[config.mk]
export PLATFORM = sky130hd
export DESIGN_NAME = fb_pixel_writer
export DESIGN_NICKNAME = d
export VERILOG_FILES = /design/src/rtl/fb_pixel_writer_pkg.sv /design/src/rtl/fb_pixel_writer_addr_calc.sv /design/src/rtl/fb_pixel_writer.sv
export SDC_FILE = /design/constraint.sdc
export NUM_CORES = 1
export LEC_CHECK = 0
export CAP_MARGIN = 20
export CELL_PAD_IN_SITES_DETAIL_PLACEMENT = 0
export CELL_PAD_IN_SITES_GLOBAL_PLACEMENT = 2
export CORE_ASPECT_RATIO = 0.75
export CORE_UTILIZATION = 23
export DETAILED_ROUTE_END_ITERATION = 12
export GPL_ROUTABILITY_DRIVEN = 0
export PLACE_DENSITY_LB_ADDON = 0.08
export SLEW_MARGIN = 20
export SYNTH_ARGS = -nofsm -noshare
export SYNTH_HDL_FRONTEND = slang
export SYNTH_SLANG_ARGS = --single-unit
[constraint.sdc]
create_clock -name clk -period 7.77 [get_ports clk]
set_clock_uncertainty 0.05 [all_clocks]
set_input_delay 2.331 -clock clk [delete_from_list [all_inputs] [get_ports clk]]
set_output_delay 2.331 -clock clk [all_outputs]
set_load 0.01 [all_outputs]
[src/rtl/fb_pixel_writer_pkg.sv]
// Shared constants, FSM state encoding and bit-merge helper for the 1bpp framebuffer pixel writer.
// States are one-hot so they line up with the other GPU engines.
package fb_pixel_writer_pkg;

    localparam int DEF_DATA_WIDTH = 8;
    localparam int DEF_FB_WIDTH   = 240;
    localparam int DEF_FB_HEIGHT  = 240;
    localparam int BYTES_PER_ROW  = DEF_FB_WIDTH / 8;
    localparam int DEF_ADDR_WIDTH = 13;

    typedef enum logic [4:0] {
        ST_IDLE = 5'b00001,
        ST_RD   = 5'b00010,
        ST_RDW  = 5'b00100,
        ST_HOLD = 5'b01000,
        ST_WB   = 5'b10000
    } state_t;

    function automatic logic [7:0] merge_pixel(input logic [7:0] byte_in,
                                               input logic [7:0] mask,
                                               input logic       color);
        return color ? (byte_in | mask) : (byte_in & ~mask);
    endfunction

endpackage

[src/rtl/fb_pixel_writer_addr_calc.sv]
// Combinational pixel-to-byte mapping: byte address, one-hot bit mask (MSB = leftmost) and clip flag.
// The row multiply is a fixed *30 built from shifts, so it assumes a 240-column framebuffer.
module fb_pixel_writer_addr_calc
    import fb_pixel_writer_pkg::*;
#(
    parameter int DATA_WIDTH = DEF_DATA_WIDTH,
    parameter int FB_WIDTH   = DEF_FB_WIDTH,
    parameter int FB_HEIGHT  = DEF_FB_HEIGHT,
    parameter int ADDR_WIDTH = DEF_ADDR_WIDTH
) (
    input  logic [DATA_WIDTH-1:0] pix_x,
    input  logic [DATA_WIDTH-1:0] pix_y,
    output logic [ADDR_WIDTH-1:0] byte_addr,
    output logic [7:0]            bit_mask,
    output logic                  in_range
);

    logic [ADDR_WIDTH-1:0] y_ext;
    logic [ADDR_WIDTH-1:0] x_byte;

    always_comb begin
        y_ext     = ADDR_WIDTH'(pix_y);
        x_byte    = ADDR_WIDTH'(pix_x[DATA_WIDTH-1:3]);
        byte_addr = (y_ext << 5) - (y_ext << 1) + x_byte;
        bit_mask  = 8'h80 >> pix_x[2:0];
        in_range  = (int'(pix_x) < FB_WIDTH) && (int'(pix_y) < FB_HEIGHT);
    end

endmodule

[src/rtl/fb_pixel_writer.sv]
// Pixel-stream sink: plots (x,y) strobes into a 1bpp framebuffer via byte read-modify-write,
// coalescing runs of pixels that land in the same byte into a single RMW.
module fb_pixel_writer
    import fb_pixel_writer_pkg::*;
#(
    parameter int DATA_WIDTH = DEF_DATA_WIDTH,
    parameter int FB_WIDTH   = DEF_FB_WIDTH,
    parameter int FB_HEIGHT  = DEF_FB_HEIGHT,
    parameter int ADDR_WIDTH = DEF_ADDR_WIDTH
) (
    input  logic                  clk,
    input  logic                  reset,
    input  logic                  pix_valid,
    input  logic [DATA_WIDTH-1:0] pix_x,
    input  logic [DATA_WIDTH-1:0] pix_y,
    input  logic                  pix_color,
    output logic                  pix_ready,
    input  logic                  flush,
    output logic                  busy,
    output logic                  done,
    output logic [ADDR_WIDTH-1:0] fb_addr,
    output logic                  fb_rd_en,
    input  logic [7:0]            fb_rd_data,
    output logic                  fb_wr_en,
    output logic [7:0]            fb_wr_data
);

    state_t                state_q, state_d;
    logic [ADDR_WIDTH-1:0] addr_q, addr_d;
    logic [7:0]            mask_q, mask_d;
    logic                  color_q, color_d;
    logic [7:0]            cache_q, cache_d;
    logic                  pend_q, pend_d;
    logic                  flush_pend_q, flush_pend_d;
    logic [ADDR_WIDTH-1:0] fb_addr_q, fb_addr_d;
    logic                  fb_rd_en_q, fb_rd_en_d;
    logic                  fb_wr_en_q, fb_wr_en_d;
    logic [7:0]            fb_wr_data_q, fb_wr_data_d;
    logic                  done_q, done_d;

    logic [ADDR_WIDTH-1:0] calc_addr;
    logic [7:0]            calc_mask;
    logic                  calc_in_range;
    logic                  take;
    logic                  same_byte;
    logic [7:0]            merged;

    fb_pixel_writer_addr_calc #(
        .DATA_WIDTH (DATA_WIDTH),
        .FB_WIDTH   (FB_WIDTH),
        .FB_HEIGHT  (FB_HEIGHT),
        .ADDR_WIDTH (ADDR_WIDTH)
    ) u_addr_calc (
        .pix_x     (pix_x),
        .pix_y     (pix_y),
        .byte_addr (calc_addr),
        .bit_mask  (calc_mask),
        .in_range  (calc_in_range)
    );

    assign pix_ready  = ((state_q == ST_IDLE) || (state_q == ST_HOLD)) && !reset;
    assign busy       = (state_q != ST_IDLE);
    assign done       = done_q;
    assign fb_addr    = fb_addr_q;
    assign fb_rd_en   = fb_rd_en_q;
    assign fb_wr_en   = fb_wr_en_q;
    assign fb_wr_data = fb_wr_data_q;

    // Clipped pixels are still consumed; they just never reach memory.
    assign take      = pix_valid && pix_ready && calc_in_range;
    assign same_byte = (calc_addr == addr_q);

    always_comb begin
        state_d      = state_q;
        addr_d       = addr_q;
        mask_d       = mask_q;
        color_d      = color_q;
        cache_d      = cache_q;
        pend_d       = pend_q;
        flush_pend_d = flush_pend_q;
        fb_addr_d    = fb_addr_q;
        fb_rd_en_d   = 1'b0;
        fb_wr_en_d   = 1'b0;
        fb_wr_data_d = fb_wr_data_q;
        done_d       = 1'b0;
        merged       = cache_q;

        case (state_q)
            ST_IDLE: begin
                if (take) begin
                    addr_d       = calc_addr;
                    mask_d       = calc_mask;
                    color_d      = pix_color;
                    fb_addr_d    = calc_addr;
                    fb_rd_en_d   = 1'b1;
                    flush_pend_d = flush;
                    state_d      = ST_RD;
                end else if (flush) begin
                    done_d = 1'b1;
                end
            end
            ST_RD: begin
                state_d = ST_RDW;
            end
            ST_RDW: begin
                cache_d = merge_pixel(fb_rd_data, mask_q, color_q);
                // A flush seen earlier goes straight to write-back without reopening for pixels.
                if (flush_pend_q) begin
                    fb_wr_en_d   = 1'b1;
                    fb_wr_data_d = cache_d;
                    state_d      = ST_WB;
                end else begin
                    state_d = ST_HOLD;
                end
            end
            ST_HOLD: begin
                if (take && same_byte) begin
                    merged = merge_pixel(cache_q, calc_mask, pix_color);
                end
                cache_d = merged;
                if (take && !same_byte) begin
                    // fb_addr still points at the cached byte for this write; the new pixel waits as pending.
                    fb_wr_en_d   = 1'b1;
                    fb_wr_data_d = cache_q;
                    addr_d       = calc_addr;
                    mask_d       = calc_mask;
                    color_d      = pix_color;
                    pend_d       = 1'b1;
                    flush_pend_d = flush;
                    state_d      = ST_WB;
                end else if (flush) begin
                    fb_wr_en_d   = 1'b1;
                    fb_wr_data_d = merged;
                    flush_pend_d = 1'b1;
                    state_d      = ST_WB;
                end
            end
            ST_WB: begin
                if (pend_q) begin
                    pend_d     = 1'b0;
                    fb_addr_d  = addr_q;
                    fb_rd_en_d = 1'b1;
                    state_d    = ST_RD;
                end else begin
                    done_d       = flush_pend_q;
                    flush_pend_d = 1'b0;
                    state_d      = ST_IDLE;
                end
            end
            default: begin
                state_d = ST_IDLE;
            end
        endcase
    end

    always_ff @(posedge clk) begin
        if (reset) begin
            state_q      <= ST_IDLE;
            addr_q       <= '0;
            mask_q       <= '0;
            color_q      <= 1'b0;
            cache_q      <= '0;
            pend_q       <= 1'b0;
            flush_pend_q <= 1'b0;
            fb_addr_q    <= '0;
            fb_rd_en_q   <= 1'b0;
            fb_wr_en_q   <= 1'b0;
            fb_wr_data_q <= '0;
            done_q       <= 1'b0;
        end else begin
            state_q      <= state_d;
            addr_q       <= addr_d;
            mask_q       <= mask_d;
            color_q      <= color_d;
            cache_q      <= cache_d;
            pend_q       <= pend_d;
            flush_pend_q <= flush_pend_d;
            fb_addr_q    <= fb_addr_d;
            fb_rd_en_q   <= fb_rd_en_d;
            fb_wr_en_q   <= fb_wr_en_d;
            fb_wr_data_q <= fb_wr_data_d;
            done_q       <= done_d;
        end
    end

endmodule

==> metrics, run 1 <==
WL/cell=16.9 um; pre-CTS setup slack=0.841 ns; critical path peak fanout=22; initial drt markers=199; Synth Register Bits=61; yosys synthesis warning count=0; maximum clock rate=151 MHz; vias in the first global route=3390; Synth Flop Type=dfxtp_1; count of non-filler cells in the finished layout=716; CP Data Required Time=7.90 ns; Synth area leader=dfxtp_1; final hold slack=0.399 ns; post-synth net total=504; synth-to-layout area growth=25.5%; Clk network pwr share=34.5%; Max IR drop VDD=108 uV; Flop pwr share=30.5%; setup_tns=0 ns; routed via count=3509; DRT Pass-1 Iters=9; layout cells sized above 1=6.92%; R2R depth=9; sequential share of the synthesized area=31.3%; CTS root buf=clkbuf_16; worst slew pin tran=0.958 ns; Avg Cell Area, Syn=8.37 sq um; failing checks=design-rule violations; total die area=17500 sq um; Worst setup SP type=input pin; Rel. slew slack=35.9%; initial antenna violation count=0; Psw=0.445 mW; fin crit period=6.61 ns; DRT Wirelength=12100 um; num ports=55; Cell Area, Synth=3900 sq um; Die Ht=115 um; synth top area cells=dfxtp_1 (31%), mux2i_1 (9.7%), nor2_1 (6.6%); Setup Crit Path Kind=input pin to flip-flop; vias per cell=4.90; Final setup viols=0; overall power=1.35 mW; Post-CTS Setup Bufs=0; PnR worst setup slack=1.16 ns; fin crit share=85.0%; CP arrival=6.73 ns; Worst Hold Depth=2; TritonCTS clock tree=built; global route overflow=0; Logic pwr share=35.0%; first-pass GRT wire length=19500 um; post-route ant nets=0; largest net degree at the start of global routing=67; clk buf depth=2; DRC=2; leakage=1.74 nW; die width=152 um; Async S/R FF share, synth=0%; Layout Nets=539; number of flops mapped to enable cells by yosys=0; Cell Pwr Density=275 nW/um^2; DP Cell Count=700; max-cap viol count=0; Slew Viols, Final=0; Hold/Removal Path Class=flip-flop to flip-flop; Yosys top cell area share=31.3%; hold buffer count at CTS=0; RSZ-0062 raised after global routing=no; CTS HTree Levels=3; Clock Latency Late Sink=0.33 ns; status=finished with violations; clock slew at reported path FFs=0.06 ns; CP Capture Type=flip-flop; IO Port Bufs=54; gr usage total=14.5%; Antenna diodes=0; hpwl dp=9080 um; final number of hold-violating endpoints=0; FP Rows=40; Initial Utilization=23.9%; # clock sinks=61; number of buffers created by CTS=9; Netlist cell types=67; Gates resized, CTS repair=0; Synth Instances=466; Int Pwr=0.903 mW; Sw Share=33.0%; Core Region=16300 sq um
synth_stat cells, drive strengths merged (3+ instances only):
cell,number
a211oi,16
and3,4
or4,7
nor3,11
o22ai,9
ha,9
a22oi,3
nor2b,4
xnor2,16
or2,5
a31oi,4
nand4,3
clkbuf,19
o311ai,8
xor2,5
buf,15
mux2i,38
nor2,69
nand2b,4
a2bb2oi,6
o21ai,13
nor4,4
o211ai,10
nand2,38
and4,3
nand3b,8
and2,3
nand3,8
a21o,4
inv,13
dfxtp,61
a21oi,18
logic make-up after synthesis:
kind of cell,Yosys count,synth area share [%]
xor+xnor,23,5.87
simple gates,178,23.2
fa+ha+maj,9,2.89
buf+inv,47,5.71
flops,61,31.3
compound gates,109,21.0
mux,39,10.0
cells in the final DEF (no fill, tap or decap), types with 13 or more instances in the layout:
master and instances:
nor2_1 69, dfxtp_1 61, clkdlybuf4s50_1 53, nand2_1 38
mux2i_1 38, a21oi_1 18, xnor2_1 16, a211oi_1 14
inv_1 13
layer usage:
metal | vias up | part of all wire, % | track usage, %
li1 | 1772 | - | -
met1 | 1670 | 57 | 21.9
met2 | 62 | 39 | 19.8
met3 | 5 | 3.7 | 4.18
met4 | 0 | 0.52 | 3.20
met5 | - | 0 | 0
through the flow:
step           utilization, %  area (sq um)
3_5_place_dp             27.9          4560
4_1_cts                  30.0          4900
3_3_place_gp             27.9          4560
2_1_floorplan               -          3900
6_report                 30.0          4900
5_1_grt                  30.0          4900
flip-flops by register name (all words and copies together) (netlist names):
register      count
addr_q           13
cache_q           8
color_q           1
done              1
fb_addr          13
fb_rd_en          1
fb_wr_data        8
fb_wr_en          1
flush_pend_q      1
mask_q            8
pend_q            1
state_q           5
power groups by stage:
| stage | Clock (mW) | Sequential [mW] | Combinational (mW) |
|---|---|---|---|
| 5_1_grt | 0.493 | 0.420 | 0.527 |
| 4_1_cts | 0.477 | 0.413 | 0.478 |
| 3_3_place_gp | 0 | 0.419 | 0.478 |
| 2_1_floorplan | 0 | 0.421 | 0.291 |
| 3_5_place_dp | 0 | 0.418 | 0.475 |
| 6_report | 0.464 | 0.412 | 0.472 |
final cells by class:
type / count / area (sq um)
clock buffer: 12 / 246
tap: 210 / 263
multi-input combinational: 358 / 2460
timing repair buffer: 58 / 566
sequential: 61 / 1220
inverter: 13 / 48.8
fill: 1750 / 11400
clock inverter: 4 / 95.1
path summary, 6_finish.rpt:
kind,start,to,slack [ns]
setup / recovery,pix_y[4],fb_wr_data[3],1.16
hold / removal,fb_addr[9],fb_addr[9],0.40
setup reg to reg,addr_q[2],fb_wr_data[3],4.39
hold reg to reg,fb_addr[9],fb_addr[9],0.40
worst max-delay path: stages:
cell and delay, ns:
clkdlybuf4s50_1 0.71, inv_1 0.19, ha_1 0.49, a21oi_1 0.45, nor2_1 0.12, a211oi_2 0.26
xnor3_1 0.31, nor4_4 0.37, nand4_4 0.30, a31oi_2 0.87, or4_1 0.22, o311ai_1 0.09
No activity file was read; power rests on OpenSTA's default activity.
==> inputs of run 2 (changes only) <==
--- a/config.mk
+++ b/config.mk
@@ -8,11 +8,11 @@
 export CAP_MARGIN = 20
 export CELL_PAD_IN_SITES_DETAIL_PLACEMENT = 0
 export CELL_PAD_IN_SITES_GLOBAL_PLACEMENT = 2
-export CORE_ASPECT_RATIO = 0.75
 export CORE_UTILIZATION = 23
 export DETAILED_ROUTE_END_ITERATION = 12
 export GPL_ROUTABILITY_DRIVEN = 0
 export PLACE_DENSITY_LB_ADDON = 0.08
+export SETUP_SLACK_MARGIN = 0.02
 export SLEW_MARGIN = 20
 export SYNTH_ARGS = -nofsm -noshare
 export SYNTH_HDL_FRONTEND = slang
==> run 2 against run 1 <==
Against the previous run:
- the run now ends clean
- global-route usage rose by 0.15 points
- core utilization fell by 0.43 points
- sequential share of layout area about the same
- combinational power fell by 0.8%
- power is 2.0% lower
- sequential power is essentially flat
- critical path type unchanged
- largest cell class unchanged
==> metrics, run 2 (synthesis gave the netlist of run 1 again) <==
setup_tns=0 ns; clock slew at reported path FFs=0.05 ns; DRT Pass-1 Iters=4; DRC=0; num ports=55; hpwl dp=9120 um; layout cells sized above 1=7.30%; CP arrival=6.51 ns; initial antenna violation count=0; Max IR drop VDD=149 uV; R2R depth=8; Setup Crit Path Kind=input pin to flip-flop; first-pass GRT wire length=19800 um; post-route ant nets=0; hold buffer count at CTS=0; Worst setup SP type=input pin; Initial Utilization=23.5%; number of buffers created by CTS=9; CTS root buf=clkbuf_16; cell mode on critical path=nor2_1; WL/cell=16.9 um; IO Port Bufs=54; largest net degree at the start of global routing=67; Core Region=16600 sq um; critical path peak fanout=16; area occupied by multi-input gates=2460 sq um; Post-CTS Setup Bufs=0; Psw=0.442 mW; most frequent cells in the layout=nor2_1 (69), dfxtp_1 (61), clkdlybuf4s50_1 (53), nand2_1 (38), mux2i_1 (38); CP max-delay cell=clkdlybuf4s50_1; clk buf depth=2; final number of hold-violating endpoints=0; Rel. slew slack=51.9%; Sw Share=33.5%; most common cell after layout, fill and taps aside=nor2_1; Clock Latency Late Sink=0.34 ns; Logic pwr share=35.4%; RSZ-0062 raised after global routing=no; Flop pwr share=31.0%; Gates resized, CTS repair=0; r2r setup slk=4.30 ns; Layout Nets=540; fin crit share=81.9%; status=completed; final hold slack=0.403 ns; leakage=1.75 nW; Final setup viols=0; worst slew pin tran=0.722 ns; CP Capture Type=flip-flop; die width=132 um; Cell Pwr Density=269 nW/um^2; Slew Viols, Final=0; gr usage total=14.7%; global route overflow=0; Clk network pwr share=33.6%; Hold/Removal Path Class=flip-flop to flip-flop; maximum clock rate=157 MHz; routed via count=3461; fin crit period=6.37 ns; synth-to-layout area growth=25.8%; TritonCTS clock tree=built; vias per cell=4.76; vias in the first global route=3570; Worst Hold Depth=2; DRT Wirelength=12300 um; FF/Latch Area=1220 sq um; CTS HTree Levels=3; Int Pwr=0.879 mW; FP Rows=47; # clock sinks=61; max-cap viol count=0; Crit path largest cell delay=0.75 ns; fill count=1799; Antenna diodes=0; initial drt markers=216; Die Ht=132 um; crit path cell chain=clkdlybuf4s50_1, inv_1, ha_1, a21oi_1, nor2_1, a211oi_2, xnor3_1, nor4_4, nand4_4, o21a_1, buf_4, mux2i_1, nor2_1; total die area=17500 sq um; CP Data Required Time=7.91 ns
-- run 2: cell types whose count changed in the layout (fill, tap and decap cells not counted) --
cell and delta:
buf_6 +1, bufinv_16 -1, clkbuf_1 -1, clkbuf_8 +1
clkinv_2 +1
-- run 2: cell type report --
type	instances	share of cell area, %
multi-input combinational	358	50.1
sequential	61	24.9
timing repair buffer	59	11.8
tap	220	5.61
clock buffer	12	5.23
clock inverter	4	1.43
inverter	13	0.995
-- run 2: worst paths after layout --
check,from,end
worst max-delay path,pix_y[4],addr_q[8]
worst min-delay path,fb_addr[9],fb_addr[9]
worst max register to register,state_q[1],addr_q[8]
worst min register to register,fb_addr[9],fb_addr[9]
-- run 2: layer usage --
layer  wire length, um  global-route usage (%)
met5                 0                       0
met4               211                    4.73
met3               389                    3.11
met2              6190                    26.0
met1              5510                    17.6
-- run 2: critical path, delay by kind of cell --
family | cells | cell delay [ns]
AOI/OAI and AO/OA | 3 | 1.16
xor gates and xnor gates | 1 | 0.32
adders and majority gates | 1 | 0.48
buffers and inverters | 3 | 1.24
muxes | 1 | 0.17
and+or+nand+nor | 4 | 0.80
-- run 2: power groups by stage --
stage	registers, mW	clock network, mW	logic [mW]
floorplan	0.421	0	0.291
global placement	0.418	0	0.475
detailed placement	0.417	0	0.475
CTS	0.412	0.457	0.478
global route	0.418	0.468	0.516
finish	0.410	0.443	0.468
-- run 2: stage by stage --
step                instance area, sq um  power, mW  utilization (%)  worst slack (ns)  std cells
global route                        4910       1.40             29.6              1.01        727
finish                              4910       1.32             29.6              1.40        727
detailed placement                  4570      0.892             27.5             0.999        710
CTS                                 4890       1.35             29.5              1.35        726
global placement                    4570      0.893             27.5              1.01        710
floorplan                           3900      0.712                -              2.67        466
